===== src/rtl/fetch_stage.sv =====
// fetch_stage: instruction-fetch stage of the 20-bit pipelined core.
// Owns the PC and the single memory address port, fills the IF/ID register,
// yields the port to the MEM stage on request, and parks in HALT once the
// last code address has been fetched.
module fetch_stage #(
    parameter logic [4:0]  RESET_PC = 5'd0,
    parameter logic [4:0]  LAST_PC  = 5'd28,
    parameter logic [19:0] NOP_WORD = 20'h00000
) (
    input  logic        Clock,
    input  logic        Resetn,
    input  logic        stall,
    input  logic        redirect_en,
    input  logic [4:0]  redirect_pc,
    input  logic        dmem_req,
    input  logic [4:0]  dmem_addr,
    output logic [4:0]  mem_addr,
    input  logic [19:0] mem_q,
    output logic [19:0] ifid_instr,
    output logic [4:0]  ifid_pc,
    output logic        ifid_valid,
    output logic [4:0]  pc,
    output logic        halted
);

    // YIELD only records that the previous cycle went to the MEM stage;
    // it behaves exactly like RUN.
    typedef enum logic [1:0] {
        S_RUN   = 2'd0,
        S_YIELD = 2'd1,
        S_HALT  = 2'd2
    } state_t;

    state_t      r_state, w_state_nxt;
    logic [4:0]  r_pc,    w_pc_nxt;
    logic [19:0] r_instr, w_instr_nxt;
    logic [4:0]  r_ipc,   w_ipc_nxt;
    logic        r_valid, w_valid_nxt;

    // Port arbitration: the MEM stage wins whenever it asks, in every state.
    always_comb begin
        mem_addr = dmem_req ? dmem_addr : r_pc;
    end

    // Next-state and IF/ID update: redirect > stall > dmem_req > fetch.
    always_comb begin
        w_state_nxt = r_state;
        w_pc_nxt    = r_pc;
        w_instr_nxt = r_instr;
        w_ipc_nxt   = r_ipc;
        w_valid_nxt = r_valid;
        if (redirect_en) begin
            // Flush and restart; an out-of-code target halts on its first fetch.
            w_pc_nxt    = redirect_pc;
            w_instr_nxt = NOP_WORD;
            w_valid_nxt = 1'b0;
            w_state_nxt = S_RUN;
        end else if (stall) begin
            // Hold everything; the port grant above is unaffected.
            w_state_nxt = r_state;
        end else if (dmem_req) begin
            w_instr_nxt = NOP_WORD;
            w_valid_nxt = 1'b0;
            w_state_nxt = (r_state == S_HALT) ? S_HALT : S_YIELD;
        end else if (r_state == S_HALT) begin
            w_instr_nxt = NOP_WORD;
            w_valid_nxt = 1'b0;
        end else if (r_pc <= LAST_PC) begin
            w_instr_nxt = mem_q;
            w_ipc_nxt   = r_pc;
            w_valid_nxt = 1'b1;
            if (r_pc == LAST_PC) begin
                w_state_nxt = S_HALT;
            end else begin
                w_pc_nxt    = r_pc + 5'd1;
                w_state_nxt = S_RUN;
            end
        end else begin
            // PC beyond the code region: bubble and stop.
            w_instr_nxt = NOP_WORD;
            w_valid_nxt = 1'b0;
            w_state_nxt = S_HALT;
        end
    end

    // State and IF/ID registers with synchronous active-low reset.
    always_ff @(posedge Clock) begin
        if (!Resetn) begin
            r_state <= S_RUN;
            r_pc    <= RESET_PC;
            r_instr <= NOP_WORD;
            r_ipc   <= 5'd0;
            r_valid <= 1'b0;
        end else begin
            r_state <= w_state_nxt;
            r_pc    <= w_pc_nxt;
            r_instr <= w_instr_nxt;
            r_ipc   <= w_ipc_nxt;
            r_valid <= w_valid_nxt;
        end
    end

    assign pc         = r_pc;
    assign ifid_instr = r_instr;
    assign ifid_pc    = r_ipc;
    assign ifid_valid = r_valid;
    assign halted     = (r_state == S_HALT);

endmodule


===== config.mk =====
export PLATFORM = sky130hd
export DESIGN_NAME = fetch_stage
export DESIGN_NICKNAME = d
export VERILOG_FILES = /design/src/rtl/fetch_stage.sv
export SDC_FILE = /design/constraint.sdc
export NUM_CORES = 1
export LEC_CHECK = 0
export BUFFER_PORTS_ARGS = -buffer_cell sky130_fd_sc_hd__buf_2
export CORE_UTILIZATION = 43
export CTS_CLUSTER_DIAMETER = 100
export DETAILED_ROUTE_END_ITERATION = 10
export HOLD_SLACK_MARGIN = 0.05
export PLACE_DENSITY = 0.78
export RECOVER_POWER = 50
export SKIP_LAST_GASP = 1
export SLEW_MARGIN = 20
export SYNTH_ARGS = -nofsm -noshare
export SYNTH_HDL_FRONTEND = slang
export SYNTH_SLANG_ARGS = --single-unit

===== constraint.sdc =====
create_clock -name Clock -period 1.8 [get_ports Clock]
set_input_delay 0.36 -clock Clock [delete_from_list [all_inputs] [get_ports Clock]]
set_output_delay 0.36 -clock Clock [all_outputs]
set_load 0.03 [all_outputs]

==> flow_summary.ini <==
[outcome]
status = complete, but fails checks
failed_checks = design-rule violations

[logic_synthesis]
yosysWarnings = 0
seq_area_frac_synth_pct = 50.0
synth_top_area_share_pct = 50.0
synthFlopType = dfxtp_1
postSynthAreaPerCell_um2 = 8.94
yosys.area.top_type = dfxtp_1
synthesis.nets = 185
synthCells = 148
ys_seq_elements = 33
synth_area_mm2 = 0.00132
synthDistinctLibCells = 27
synth_area_leaders = dfxtp_1 (50%), a22oi_1 (11%), nor2_1 (6.5%)
synth_edf_count = 0
async_flop_share_pct = 0

[clocking]
cts-buffers-inserted = 5
htreeDepth = 2
postCtsResizedCells = 0
cts.sinks = 33
cts_root_buf = clkbuf_4
clock_path_buffers = 2
clk_latency_ns = 0.33
clkSlewWorstSetupHoldPaths_ns = 0.10
cts_tree = done
postCtsSetupBuffers = 0
holdBufCountCts = 0

[worst_setup_path]
crit_fanout = 5
critPathTopFamily = flip-flops
end_kind = primary output
start_kind = register
slowest_delay_ns = 0.41
cp.buffers_inverters = 2
crit_arrival_ns = 1.27
cp_num_cells = 3
r2r_cells = 6
worstPathCellList = inv_1 -> o21ai_0 -> buf_2
cpMaxStageDelayCell = dfxtp_1
cp.required_ns = 1.44
path_class = register to primary output
rrSetupSlack_ns = 0.33

[pwr]
power.density_mw_per_mm2 = 819
p_comb_share_pct = 16.5
cell_internal_pwr_mw = 0.981
p_leak_nw = 0.728
power_frac_seq_pct = 54.7
ir_drop_mv = 0.495
pwr-share-clk_pct = 28.7
switchingPower_mw = 0.422
swShare_pct = 30.1

[grt]
grt_max_degree = 25
antenna_found_initial = 0
gr-total-overflow = 0
grt_pass1_wl_um = 5130
grt_pass1_vias = 1182
grtUsageTotal_pct = 20.5

[die]
fp-row-count = 19
fp.dieArea_mm2 = 0.00330
io_pins = 72
start_util_pct = 46.7
die_h_um = 57.5
die_x_um = 57.5
coreArea_mm2 = 0.00283

[detailed_routing]
post_drt_wl_per_cell_um = 12.8
ant_nets = 0
topRoutingLayerUsed = met4
vias_per_cell = 5.22
met2_length_um = 1530
drt_iter0_markers = 34
dr.pass1.iters = 9
route.vias.total = 1315
drt-total-wl_um = 3220
wl_met3_um = 199
drcViolationCount = 4
drt-met1-wl_um = 1460

[layout]
final_cell_mix = buf_2 (42), dfxtp_1 (33), clkbuf_1 (29)
n_fill_cell = 288
layout_commonest_cell = buf_2
drive_gt1_share_pct = 25.3
finish.utilization_pct = 60.5
nets = 257
area_growth_syn_to_layout_pct = 29.5
num_antenna_cells = 0

[timing]
setup_viol = 0
min_period_ns = 1.63
hold_slack_ns = 0.245
rsz0062_at_grt = false
tightest_slew_ns = 0.352
hold_violations = 0
drv_slew = 0
slew_headroom_pct = 76.0
finClkSkew_ns = 0.00193
period_share_pct = 90.6
finalSetupTns_ns = 0
max_freq_mhz = 613

[place]
portBuffers = 71
gp_congestion = 0.866
dp_hpwl_um = 2310

[min_path]
whs_path_depth = 3
min_path_type = input port to register

[run]
drv_cap = 0
==> worst min-delay path, stage by stage <==
cell	delay, ns
buf_2	0.07
nand3_1	0.05
o21ai_0	0.06
==> cell type report <==
type | count | area, um^2 | share of cell area [%]
inverters | 6 | 22.5 | 1.31
well taps | 31 | 38.8 | 2.26
multi-input cells | 99 | 587 | 34.3
repair buffers | 75 | 349 | 20.4
clock buffers | 5 | 37.5 | 2.19
clock inverters | 3 | 17.5 | 1.02
flip-flops and latches | 33 | 661 | 38.6
==> per-layer routing <==
layer | vias to the layer above | global-route usage [%]
li1 | 660 | -
met1 | 602 | 24.7
met2 | 48 | 34.9
met3 | 5 | 5.44
met4 | 0 | 7.67
met5 | - | 0
==> per-stage QoR <==
stage / worst slack [ns] / total power, mW / instances / instance area (um^2)
2_1_floorplan: 0.0553 / 0.933 / 148 / 1320
3_3_place_gp: 0.319 / 1.02 / 244 / 1700
3_5_place_dp: 0.233 / 1.02 / 244 / 1700
4_1_cts: 0.179 / 1.42 / 252 / 1750
5_1_grt: 0.102 / 1.48 / 252 / 1710
6_report: 0.170 / 1.40 / 252 / 1710
==> Yosys cell counts (2+ instances only) <==
library cell	number
a21oi_1	4
a22oi_1	20
a311oi_1	2
buf_2	2
clkbuf_1	7
dfxtp_1	33
ha_1	2
inv_1	6
mux2_2	2
mux2i_1	5
nand2_1	16
nand3_1	3
nor2_1	23
o211a_1	2
o21ai_0	9
==> power groups by stage <==
stage | Sequential, mW | Clock, mW | Combinational, mW
floorplan | 0.825 | 0 | 0.108
detailed placement | 0.785 | 0 | 0.237
CTS | 0.769 | 0.416 | 0.237
global route | 0.772 | 0.454 | 0.252
global placement | 0.785 | 0 | 0.234
finish | 0.768 | 0.403 | 0.232
==> sequential cells by signal, indices dropped and copies added (netlist names) <==
name	count
r_state	2
pc	5
ifid_valid	1
ifid_pc	5
ifid_instr	20
==> logic make-up after synthesis <==
kind of cell / share of synthesized area, %
AO/OA/AOI/OAI: 19.8
adder cells (fa/ha/maj): 1.89
AND/OR/NAND/NOR: 16.3
XOR/XNOR: 1.32
multiplexers: 5.49
flip-flops: 50.0
buffers and inverters: 5.30
==> worst paths after layout <==
kind / start / endpoint
hold reg to reg: ifid_pc[4]$_SDFFE_PN0P_ / ifid_pc[4]$_SDFFE_PN0P_
setup reg to reg: pc[1]$_SDFFE_PN0P_ / ifid_instr[6]$_SDFFE_PP0N_
hold / removal: redirect_pc[3] / pc[3]$_SDFFE_PN0P_
setup / recovery: pc[1]$_SDFFE_PN0P_ / mem_addr[1]
Note: power is estimated with default switching activity, not from simulation.
